File: config.mk
export PLATFORM = sky130hd
export DESIGN_NAME = uart_tx_arbiter
export DESIGN_NICKNAME = d
export VERILOG_FILES = /design/src/rtl/uart_tx_arbiter.sv
export SDC_FILE = /design/constraint.sdc
export NUM_CORES = 1
export LEC_CHECK = 0
export ABC_AREA = 0
export BUFFER_PORTS_ARGS = -buffer_cell sky130_fd_sc_hd__buf_2
export CAP_MARGIN = 20
export CELL_PAD_IN_SITES_DETAIL_PLACEMENT = 1
export CELL_PAD_IN_SITES_GLOBAL_PLACEMENT = 2
export CORE_ASPECT_RATIO = 2
export CORE_MARGIN = 2
export CORE_UTILIZATION = 30
export CTS_BUF_LIST = sky130_fd_sc_hd__clkbuf_8
export DETAILED_ROUTE_END_ITERATION = 10
export PLACE_DENSITY = 0.91
export SYNTH_ARGS = -nofsm -noshare
export SYNTH_HDL_FRONTEND = slang
export SYNTH_SLANG_ARGS = --single-unit
File: constraint.sdc
create_clock -name clk -period 5.49 [get_ports clk]
set_input_delay 0.2745 -clock clk [delete_from_list [all_inputs] [get_ports clk]]
set_output_delay 0.2745 -clock clk [all_outputs]
set_load 0.01 [all_outputs]
File: src/rtl/uart_tx_arbiter.sv
// uart_tx_arbiter: message-level round-robin arbiter in front of a UART TX FIFO write port.
// Optional per-message source header byte: define UART_TX_ARB_HDR_EN.
module uart_tx_arbiter #(
  parameter int NREQ    = 4,
  parameter int TIMEOUT = 255,
`ifdef UART_TX_ARB_HDR_EN
  parameter logic [7:0] HDR_TAG = 8'hA0,
`endif
  localparam int GW = (NREQ > 1) ? $clog2(NREQ) : 1
) (
  input  logic              clk,
  input  logic              rst,
  input  logic [NREQ*8-1:0] req_data,
  input  logic [NREQ-1:0]   req_valid,
  input  logic [NREQ-1:0]   req_last,
  output logic [NREQ-1:0]   req_ready,
  output logic [7:0]        txdata,
  output logic              txdata_valid,
  input  logic              txfifo_full,
  output logic              busy,
  output logic [GW-1:0]     grant_id,
  output logic              abort,
  output logic [1:0]        dbg_state
);

  // Handshake: a requester byte moves on any cycle with req_valid[g] && req_ready[g];
  // a FIFO write happens on any cycle with txdata_valid && !txfifo_full.

  localparam int CW = (TIMEOUT > 0) ? $clog2(TIMEOUT + 1) : 1;

  typedef enum logic [1:0] {
    S_IDLE = 2'd0,
`ifdef UART_TX_ARB_HDR_EN
    S_HDR  = 2'd1,
`endif
    S_DATA = 2'd2
  } state_t;

  state_t        r_state;
  state_t        w_state_nxt;
  logic [GW-1:0] r_last;
  logic [GW-1:0] r_grant_id;
  logic [CW-1:0] r_cnt;
  logic [CW-1:0] w_cnt_nxt;
  logic          r_busy;
  logic          r_abort;

  logic [GW-1:0] w_cand [NREQ];
  logic [7:0]    w_bytes [NREQ];
  logic [GW-1:0] w_pick;
  logic          w_pick_vld;
  logic          w_valid_g;
  logic          w_last_g;
  logic          w_xfer;
  logic          w_done;
  logic          w_expire;

  always_comb begin
    for (int k = 0; k < NREQ; k++) begin
      w_bytes[k] = req_data[k*8 +: 8];
      w_cand[k]  = GW'((int'(r_last) + k + 1) % NREQ);
    end
  end

  // Walk candidates from farthest to nearest so the nearest valid one after r_last wins.
  always_comb begin
    w_pick     = r_last;
    w_pick_vld = 1'b0;
    for (int k = NREQ - 1; k >= 0; k--) begin
      if (req_valid[w_cand[k]]) begin
        w_pick     = w_cand[k];
        w_pick_vld = 1'b1;
      end
    end
  end

  assign w_valid_g = req_valid[r_grant_id];
  assign w_last_g  = req_last[r_grant_id];

  always_comb begin
    w_state_nxt  = r_state;
    txdata       = 8'h00;
    txdata_valid = 1'b0;
    req_ready    = '0;
    w_xfer       = 1'b0;
    w_done       = 1'b0;
    w_expire     = 1'b0;
    w_cnt_nxt    = '0;
    case (r_state)
      S_IDLE: begin
        if (w_pick_vld) begin
`ifdef UART_TX_ARB_HDR_EN
          w_state_nxt = S_HDR;
`else
          w_state_nxt = S_DATA;
`endif
        end
      end
`ifdef UART_TX_ARB_HDR_EN
      S_HDR: begin
        txdata       = HDR_TAG | 8'(r_grant_id);
        txdata_valid = 1'b1;
        if (!txfifo_full) w_state_nxt = S_DATA;
      end
`endif
      S_DATA: begin
        txdata                = w_bytes[r_grant_id];
        txdata_valid          = w_valid_g;
        req_ready[r_grant_id] = !txfifo_full;
        w_xfer                = w_valid_g && !txfifo_full;
        w_done                = w_xfer && w_last_g;
        // A valid byte held off by a full FIFO is not a stall; only missing data counts.
        if (w_valid_g)                 w_cnt_nxt = '0;
        else if (r_cnt != CW'(TIMEOUT)) w_cnt_nxt = r_cnt + 1'b1;
        else                           w_cnt_nxt = r_cnt;
        w_expire = (TIMEOUT != 0) && !w_done && (w_cnt_nxt == CW'(TIMEOUT));
        if (w_done || w_expire) w_state_nxt = S_IDLE;
      end
      default: w_state_nxt = S_IDLE;
    endcase
  end

  always_ff @(posedge clk or posedge rst) begin
    if (rst) begin
      r_state    <= S_IDLE;
      r_last     <= GW'(NREQ - 1);
      r_grant_id <= '0;
      r_cnt      <= '0;
      r_busy     <= 1'b0;
      r_abort    <= 1'b0;
    end else begin
      r_state <= w_state_nxt;
      r_busy  <= (w_state_nxt != S_IDLE);
      r_abort <= w_expire;
      // The counter only lives in DATA, so entering DATA always starts it from zero.
      r_cnt   <= (w_state_nxt == S_DATA && r_state == S_DATA) ? w_cnt_nxt : '0;
      if (r_state == S_IDLE && w_pick_vld) r_grant_id <= w_pick;
      if (w_done || w_expire)              r_last     <= r_grant_id;
    end
  end

  assign busy      = r_busy;
  assign abort     = r_abort;
  assign grant_id  = r_grant_id;
  assign dbg_state = r_state;

endmodule

### Word-level counts from Yosys, hierarchy flattened

Index checks and enable logic that the tools add are counted.

| word-level totals | value |
|---|---|
| word-level logic and storage cells | 76 |
| memory bits (read-only) | 0 |
| bits in latches | 0 |
| memories kept | 0 |
| register bits | 16 |
| memory bits (writable) | 0 |
| output and inout port bits | 19 |
| input bits | 43 |

| cells by class | value |
|---|---|
| eq/ne operators | 4 |
| bitwise operators | 2 |
| reduce and logical (&&, ||, !) cells | 12 |
| $lt $le $gt $ge | 7 |
| multiplexer cells | 38 |
| $add $sub $neg | 7 |
| $mul | 0 |
| divide/modulo/power cells | 0 |
| shifts and indexed selects | 0 |

Operator list:

| operator | count |
|---|---|
| $mux 8 | 8 |
| $bmux 8 s2 | 1 |
| $lt 2x3->1 const B | 5 |
| $mux 1 | 14 |
| $bmux 1 s2 | 6 |
| $mux 2 | 6 |
| $add 2x1->2 const B | 4 |
| $add 8x1->8 const B | 1 |
| $eq 8x8->1 const B | 1 |
| $ne 8x8->1 const B | 1 |
| $logic_and 1x1->1 | 6 |
| $add 2x2->2 const B | 2 |
| $and 4x4->4 | 1 |
| $eq 2x2->1 const B | 2 |
| $mux 4 | 1 |
| $pmux 2 s2 | 1 |
| $ge 3x3->1 const B | 1 |
| $not 2->3 | 1 |
| $demux 1 s2 | 1 |
| $ge 2x1->1 const B | 1 |
| $logic_not 1->1 | 2 |
| $logic_not 2->1 | 1 |
| $logic_or 1x1->1 | 2 |
| $reduce_bool 2->1 | 1 |

### Logic depth before layout (Yosys ltp)

Gate-level depths: netlist of the first run.

| logic depth | value |
|---|---|
| depth in word-level cells | 13 |
| mapped depth | 7 |
| gate-level depth less buffers | 6 |

### Worst setup path after synthesis of the first run

Ideal clock, no wire load.

| path | value |
|---|---|
| path type | register to register |
| from | register r_cnt[0] |
| to | register r_cnt[6] |
| data arrival time | 2,006 ps |
| setup time | 132 ps |
| data required time | 5,358 ps |
| period minus slack after synthesis | 2,139 ps |
| path buffers | 1 |
| slack | 3,351 ps |
| stages on the path, launching flop included | 7 |
| cells stage by stage | dfrtp_1 > ha_1 > clkbuf_1 > or4_1 > and3_1 > o31ai_4 > nor3_2 |

| on the way | value |
|---|---|
| longest elaborated chain between the ends | 12 |
| elaborated cells on any way between the ends | 14 |
| those cells by class | add/sub: 1; eq/ne: 3; mux: 7; reduce/logical: 3 |

RTL lines:

| what | RTL line | RTL |
|---|---|---|
| start: declaration | 43 | `logic [CW-1:0] r_cnt;` |
| start signal: assignment | 136 | `r_cnt <= (w_state_nxt == S_DATA && r_state == S_DATA) ? w_cnt_nxt : '0;` |
| $add 8x1->8 or $ne 8x8->1 (tied branches) | 114 | `else if (r_cnt != CW'(TIMEOUT)) w_cnt_nxt = r_cnt + 1'b1;` |
| $mux 8 * | 114 |  |
| $mux 8 * | 113 | `if (w_valid_g) w_cnt_nxt = '0;` |
| $mux 8 * | 89 | `case (r_state)` |
| $eq 8x8->1 | 116 | `w_expire = (TIMEOUT != 0) && !w_done && (w_cnt_nxt == CW'(TIMEOUT));` |
| $logic_and 1x1->1 | 116 |  |
| $logic_or 1x1->1 | 117 | `if (w_done \|\| w_expire) w_state_nxt = S_IDLE;` |
| $mux 2 | 117 |  |
| $pmux 2 s2 | 89 |  |
| $eq 2x2->1 | 136 |  |
| $logic_and 1x1->1 | 136 |  |
| $mux 8 * | 136 |  |

Mark *: on every way between the ends. The rest lies on a longest branch, timed or not. The select of a mux whose other input is x is not followed.
A chain may end at the register's enable or synchronous reset.

### Worst setup path after layout of the first run

| path | value |
|---|---|
| from | register r_grant_id[0] (netlist: grant_id[0]) |
| to | register r_state[1] (netlist: dbg_state[1]) |

| on the way | value |
|---|---|
| longest elaborated chain between the ends | 9 |
| elaborated cells on any way between the ends | 14 |
| those cells by class | eq/ne: 1; mux: 8; reduce/logical: 5 |

RTL lines:

| what | RTL line | RTL |
|---|---|---|
| start: declaration | 42 | `logic [GW-1:0] r_grant_id;` |
| start signal: assignment | 137 | `if (r_state == S_IDLE && w_pick_vld) r_grant_id <= w_pick;` |
| $bmux 1 s2 | 77 | `assign w_valid_g = req_valid[r_grant_id];` |
| $mux 1 (implied by the code) | 77 |  |
| $mux 8 or $logic_and 1x1->1 (tied branches) | 113, 110 |  |
| $mux 8 or $logic_and 1x1->1 (tied branches) | 89, 111 |  |
| $eq 8x8->1 or $logic_not 1->1 (tied branches) | 116 |  |
| $logic_and 1x1->1 | 116 |  |
| $logic_or 1x1->1 * | 117 |  |
| $mux 2 * | 117 |  |
| $pmux 2 s2 * | 89 |  |
| via w_state_nxt[1] | 40 | `state_t w_state_nxt;` |
| end signal: assignment | 132 | `r_state <= w_state_nxt;` |
| end: declaration | 39 | `state_t r_state;` |

Mark *: on every way through the listed nets, which the timed path passes. The rest lies on a longest branch. The select of a mux whose other input is x is not followed.

==> metrics.txt, run 1 <==
Final nets 232; unrepaired setup endpoints after global routing false; top_reg_cell synth dfrtp_1; Worst slew margin 0.541; routed vias/inst 5.53; portion of the clock cycle consumed by the worst path in the final layout 0.476; average instance area after synthesis 10.1 sq um; DR iter-0 viols 7; Cell Count, Final, Fillers Out 241; Net Count, Synth 175; number of buffers created by CTS 3; remaining global-route overflow 0; sort of element at the end of the critical path flip-flop; static leakage 0.775 nW; complex-gate fraction of the synthesized area 0.143; synthesis-to-layout area growth 29.1%; post-synthesis xor/xnor area fraction 0.0132; synthesized netlist cell count 131; starting density of the core 0.308; # Post-CTS Setup Buffers 0; number of flops mapped to enable cells by yosys 0; combinational family with the most area after synthesis simple AND/OR/NAND/NOR gates; cell type with the highest aggregate area in the netlist dfrtp_1; post-cts resize count 0; clock tree root driver cell clkbuf_8; fraction of the mapped netlist area in adder cells 0.00944; Die Footprint 0.00500 sq mm; maximum operating frequency 382 MHz; number of buffers inserted by hold repair at cts 0; mux share of post-synthesis cell area 0.216; sum of routed wire length over all layers 4190 microns; Num Clock Sinks 16; Core Area 0.00430 sq mm; transition time at the pin with the least slew margin 0.688 ns; share of flip-flops with an asynchronous set or reset 1.00; average wire per standard cell 17.4 microns; total of buffers placed on input and output ports 61; top cells by instance count after synthesis 14 x dfrtp_1, 9 x and2_1, 7 x clkbuf_1; run status completed; DRC errors left 0; clock latency at the later pin of the worst-skew pair 0.25 ns; critical path startpoint category flip-flop; number of slew-limit violations in the final report 0; fraction of the mapped netlist area in simple logic gates 0.268; Final setup viols 0; classification of the worst setup path reg2reg; number of search-and-repair iterations in the first detailed-routing pass 4; largest cells by area after synthesis dfrtp_1 26%, mux4_1 9.9%, mux4_2 8.5%; fin crit period 2.61 ns; CTS max path bufs 2; largest net degree at the start of global routing 18; number of violations of the max-capacitance limit 0; count of H-tree levels built during CTS 1; top-area cell type share of the netlist area 0.264; TritonCTS clock tree yes; critical path data arrival time 2.73 ns; critical path fanouts, max 17; DP Wirelength 3570 microns; share of synthesized area occupied by flip-flops and latches 0.304; GPL Wtd Cong 0.764; aggregate global-route resource usage 0.181; post-synth design cell area 0.00133 sq mm; Power Density 296 mW/mm^2; sum of negative setup slack 0 ns; Distinct cells, synth 45; clock tree skew after final layout 0.00622 ns; I/O pin count 62; share of cells above drive strength 1 0.417; Required @ worst endpoint 5.61 ns; most numerous cell in the Yosys netlist dfrtp_1; type of the most critical hold path in2async; vias 1332; Final Hold Viols 0; vias in the first global route 1436; worst ir drop on vdd 0.137 mV; height of the die 98.0 microns; register bit count reported by yosys 16; Antenna Cells 0; Filler cells 555; YS warnings 0; global-route wire length before repair 6950 microns; number of rows in the core area 34; horizontal die dimension 51.0 microns; number of antenna violations at the first check in global routing 0; Clk pin slew, worst setup/hold paths 0.07 ns; placed cell count 237; post-route antenna net violation count 0
==> logic make-up (layout without fill, tap and decap cells) <==
family                     Yosys count  after routing
and+or+nand+nor                     57             57
AOI/OAI and AO/OA                   27             27
DFF                                 16             16
muxes                               14             14
buffers and inverters               13             69
xor gates and xnor gates             2              2
adders and majority gates            1              1
other                                1              1
==> critical path: stages, from the launching register on <==
cell     delay, ns
dfrtp_1       0.78
mux4_2        0.66
or4b_4        0.59
nor3_1        0.29
o21ai_0       0.15
==> cells in the final DEF, fill, tap and decap left out, types with 2 or more instances in the layout <==
| cell type | synthesis | layout |
|---|---|---|
| buf_2 | 1 | 61 |
| nor4b_1 | 2 | 2 |
| nor4_1 | 2 | 2 |
| a31oi_1 | 5 | 5 |
| inv_1 | 4 | 4 |
| nor3_1 | 3 | 3 |
| nand4_1 | 3 | 3 |
| and4_1 | 4 | 4 |
| nor2b_1 | 3 | 3 |
| mux4_2 | 5 | 5 |
| nor2_1 | 6 | 6 |
| mux2_2 | 2 | 2 |
| nand3_1 | 5 | 5 |
| clkbuf_8 | 0 | 4 |
| dfstp_2 | 2 | 2 |
| and3_1 | 2 | 2 |
| o21ai_0 | 6 | 6 |
| and4b_1 | 2 | 2 |
| nand2_1 | 6 | 6 |
| mux2i_1 | 2 | 2 |
| and2_1 | 9 | 9 |
| xnor2_1 | 2 | 2 |
| nand2b_1 | 3 | 3 |
| a21oi_1 | 5 | 5 |
| nand3b_1 | 3 | 3 |
| dfrtp_1 | 14 | 14 |
| mux4_1 | 5 | 5 |
==> metrics by stage <==
step	hold WS [ns]	worst slack [ns]	power, W	utilization	cell area, sq um
finish	0.102	2.88	0.000506	0.398	1710
global route	0.141	2.66	0.000543	0.398	1710
CTS	0.127	2.83	0.000514	0.398	1710
detailed placement	0.389	2.84	0.000410	0.385	1660
global placement	0.377	2.91	0.000402	0.385	1660
floorplan	0.187	3.35	0.000341	-	1330
==> registers in the layout, indices dropped and copies added, names as in the netlist <==
register and count:
busy 1, grant_id 2, abort 1, r_cnt 8, r_last 2, dbg_state 2
==> worst paths after layout <==
path | startpoint | endpoint | slack, ns | cells past startpoint
setup / recovery | grant_id[0] | dbg_state[1] | 2.88 | 4
hold / removal | rst | dbg_state[1] | 0.10 | 2
setup reg to reg | grant_id[0] | dbg_state[1] | 2.88 | 4
hold reg to reg | r_last[1] | r_last[1] | 0.65 | 1
max in group asynchronous | rst | r_cnt[2] | 4.97 | 2
min in group clk | req_valid[1] | grant_id[1] | 0.46 | 4
==> routing by layer <==
layer,track usage,part of all wire
met5,0,0
met4,0.0374,0.011
met3,0.0474,0.097
met2,0.377,0.60
met1,0.158,0.29
==> power breakdown <==
part	internal [W]	switching, W	total (W)
clock	0.0000636	0.0000403	0.000104
sequential	0.000141	0.0000561	0.000197
combinational	0.000122	0.0000828	0.000204
==> final cells by class <==
class | instances | area [sq um] | share of cell area
inverters | 4 | 15.0 | 0.00878
flip-flops and latches | 16 | 403 | 0.236
well taps | 54 | 67.6 | 0.0395
repair buffers | 61 | 305 | 0.178
multi-input cells | 102 | 865 | 0.505
clock buffers | 4 | 55.1 | 0.0322
Power figures use the tool's default switching activity.
==> run 2: changes to the inputs <==
--- a/config.mk
+++ b/config.mk
@@ -12,10 +12,10 @@
 export CELL_PAD_IN_SITES_GLOBAL_PLACEMENT = 2
 export CORE_ASPECT_RATIO = 2
 export CORE_MARGIN = 2
-export CORE_UTILIZATION = 30
+export CORE_UTILIZATION = 28
 export CTS_BUF_LIST = sky130_fd_sc_hd__clkbuf_8
 export DETAILED_ROUTE_END_ITERATION = 10
-export PLACE_DENSITY = 0.91
+export PLACE_DENSITY = 0.86
 export SYNTH_ARGS = -nofsm -noshare
 export SYNTH_HDL_FRONTEND = slang
 export SYNTH_SLANG_ARGS = --single-unit
==> constraint.sdc (replaced) <==
create_clock -name clk -period 2.46 [get_ports clk]
set_input_delay 0.123 -clock clk [delete_from_list [all_inputs] [get_ports clk]]
set_output_delay 0.123 -clock clk [all_outputs]
set_load 0.01 [all_outputs]
==> run 2 against run 1 <==
Final cell count grew 3.3%. Sequential power grew 88%. Die area grew 6.7%. Routed wire length grew 5.2%. Via count grew 3.7%. Non-clock buffer count grew 7. Clock-buffer cell count is the same. Flip-flop and latch count is the same. Critical endpoint is now r_cnt[0]. Largest cell class unchanged.
==> metrics.txt, run 2 (synthesis results as in run 1) <==
clock tree root driver cell clkbuf_8 (unchanged); # Post-CTS Setup Buffers 0 (unchanged); GPL Wtd Cong 0.833 (was 0.764); highest-utilization routing layer at the global route stage met2 (unchanged); fin crit period 2.23 ns (was 2.61 ns); static leakage 0.807 nW (was 0.775 nW); DP Wirelength 3720 microns (was 3570 microns); met1 layer usage reported by global route 0.118 (was 0.158); run status completed (unchanged); Core Util, Final 0.385 (was 0.398); unrepaired setup endpoints after global routing false (unchanged); post-route antenna net violation count 0 (unchanged); routed vias/inst 5.55 (was 5.53); CTS max path bufs 2 (unchanged); most common library cell in the layout ignoring fill and taps buf_2 (unchanged); clock tree skew after final layout 0.00414 ns (was 0.00622 ns); count of H-tree levels built during CTS 1 (unchanged); global routing usage on met2 0.376 (was 0.377); commonest cells after routing, fill and taps aside 61 x buf_2, 14 x dfrtp_1, 9 x and2_1 (unchanged); Final nets 239 (was 232); aggregate global-route resource usage 0.170 (was 0.181); starting density of the core 0.288 (was 0.308); height of the die 101 microns (was 98.0 microns); I/O pin count 62 (unchanged); sum of negative setup slack 0 ns (unchanged); critical path startpoint category flip-flop (unchanged); DR iter-0 viols 21 (was 7); Antenna Cells 0 (unchanged); critical path data arrival time 2.36 ns (was 2.73 ns); Num Clock Sinks 16 (unchanged); total of buffers placed on input and output ports 61 (unchanged); vias 1381 (was 1332); worst ir drop on vdd 0.408 mV (was 0.137 mV); worst-case setup margin in the final layout 0.232 ns (was 2.88 ns); sum of routed wire length over all layers 4410 microns (was 4190 microns); number of flip-flops in the largest register 8 (unchanged); DRC errors left 0 (unchanged); type of the most critical hold path in2reg (was in2async); horizontal die dimension 52.6 microns (was 51.0 microns); share of cells above drive strength 1 0.438 (was 0.417); critical path fanouts, max 8 (was 17); clock latency at the later pin of the worst-skew pair 0.26 ns (was 0.25 ns); Final setup viols 0 (unchanged); average wire per standard cell 17.7 microns (was 17.4 microns); Required @ worst endpoint 2.60 ns (was 5.61 ns); transition time at the pin with the least slew margin 0.664 ns (was 0.688 ns); sort of element at the end of the critical path flip-flop (unchanged); Setup Slack @ Placement 0.170 ns (was 2.84 ns); Final Hold Viols 0 (unchanged); Worst slew margin 0.557 (was 0.541); largest reg by FF count r_cnt (unchanged); Clk pin slew, worst setup/hold paths 0.07 ns (about the same); number of violations of the max-capacitance limit 0 (unchanged); Power Density 668 mW/mm^2 (was 296 mW/mm^2); Core Area 0.00460 sq mm (was 0.00430 sq mm); number of antenna violations at the first check in global routing 0 (unchanged); maximum operating frequency 449 MHz (was 382 MHz); TritonCTS clock tree yes (unchanged); portion of the clock cycle consumed by the worst path in the final layout 0.906 (was 0.476); number of search-and-repair iterations in the first detailed-routing pass 6 (was 4); hold_ws 0.295 ns (was 0.102 ns); number of rows in the core area 35 (was 34); largest net degree at the start of global routing 17 (was 18); classification of the worst setup path reg2reg (unchanged); remaining global-route overflow 0 (unchanged); Die Footprint 0.00533 sq mm (was 0.00500 sq mm); number of buffers created by CTS 3 (unchanged); vias in the first global route 1401 (was 1436); global-route wire length before repair 6560 microns (was 6950 microns); synthesis-to-layout area growth 33.5% (was 29.1%); number of slew-limit violations in the final report 0 (unchanged); fraction of met3 tracks used by global routing 0.0398 (was 0.0474)
[run 2: final timing paths]
check | start | to | slack [ns] | depth (start not counted)
min | req_valid[1] | grant_id[1] | 0.30 | 4
max in group asynchronous | rst | r_cnt[7] | 1.53 | 3
min reg2reg | grant_id[0] | grant_id[0] | 0.58 | 2
max reg2reg | r_cnt[0] | r_cnt[0] | 0.23 | 6
min in group asynchronous | rst | busy | 0.50 | 3
max | r_cnt[0] | r_cnt[0] | 0.23 | 6
[run 2: what timing repair did]
item | CTS | global route
hold endpoints to repair | 14 | 0
resized for setup | 0 | 1
setup endpoints to repair | 0 | 5
hold buffers | 1 | 0
[run 2: worst max-delay path, stage by stage (launching register included)]
cell and delay [ns]:
dfrtp_1 0.49, ha_2 0.29, nand3_1 0.11, and4_1 0.23, or4b_4 0.54, o31ai_4 0.34, nor2_1 0.09
[run 2: power by group]
part           leakage, nW  internal (W)  switching [W]  total, W
clock               0.0288      0.000142       0.000100  0.000243
sequential           0.207      0.000317      0.0000533  0.000370
combinational        0.572      0.000304       0.000264  0.000568
[run 2: metal layers]
metal	vias up	wire (microns)
met5	-	0
met4	0	89
met3	7	392
met2	65	2640
met1	672	1280
li1	637	-
[run 2: area by class of cell]
class,instances,area (sq um)
Inverter,4,15.0
Timing Repair Buffer,68,360
Tap cell,55,68.8
Fill cell,582,2830
Sequential cell,16,403
Clock buffer,4,55.1
Multi-Input combinational cell,102,867
[run 2: through the flow]
step,power (W),cell area [sq um],cells
6_report,0.00118,1770,249
5_1_grt,0.00126,1770,249
3_5_place_dp,0.000957,1700,244
4_1_cts,0.00120,1770,249
2_1_floorplan,0.000760,1330,131
3_3_place_gp,0.000945,1700,244
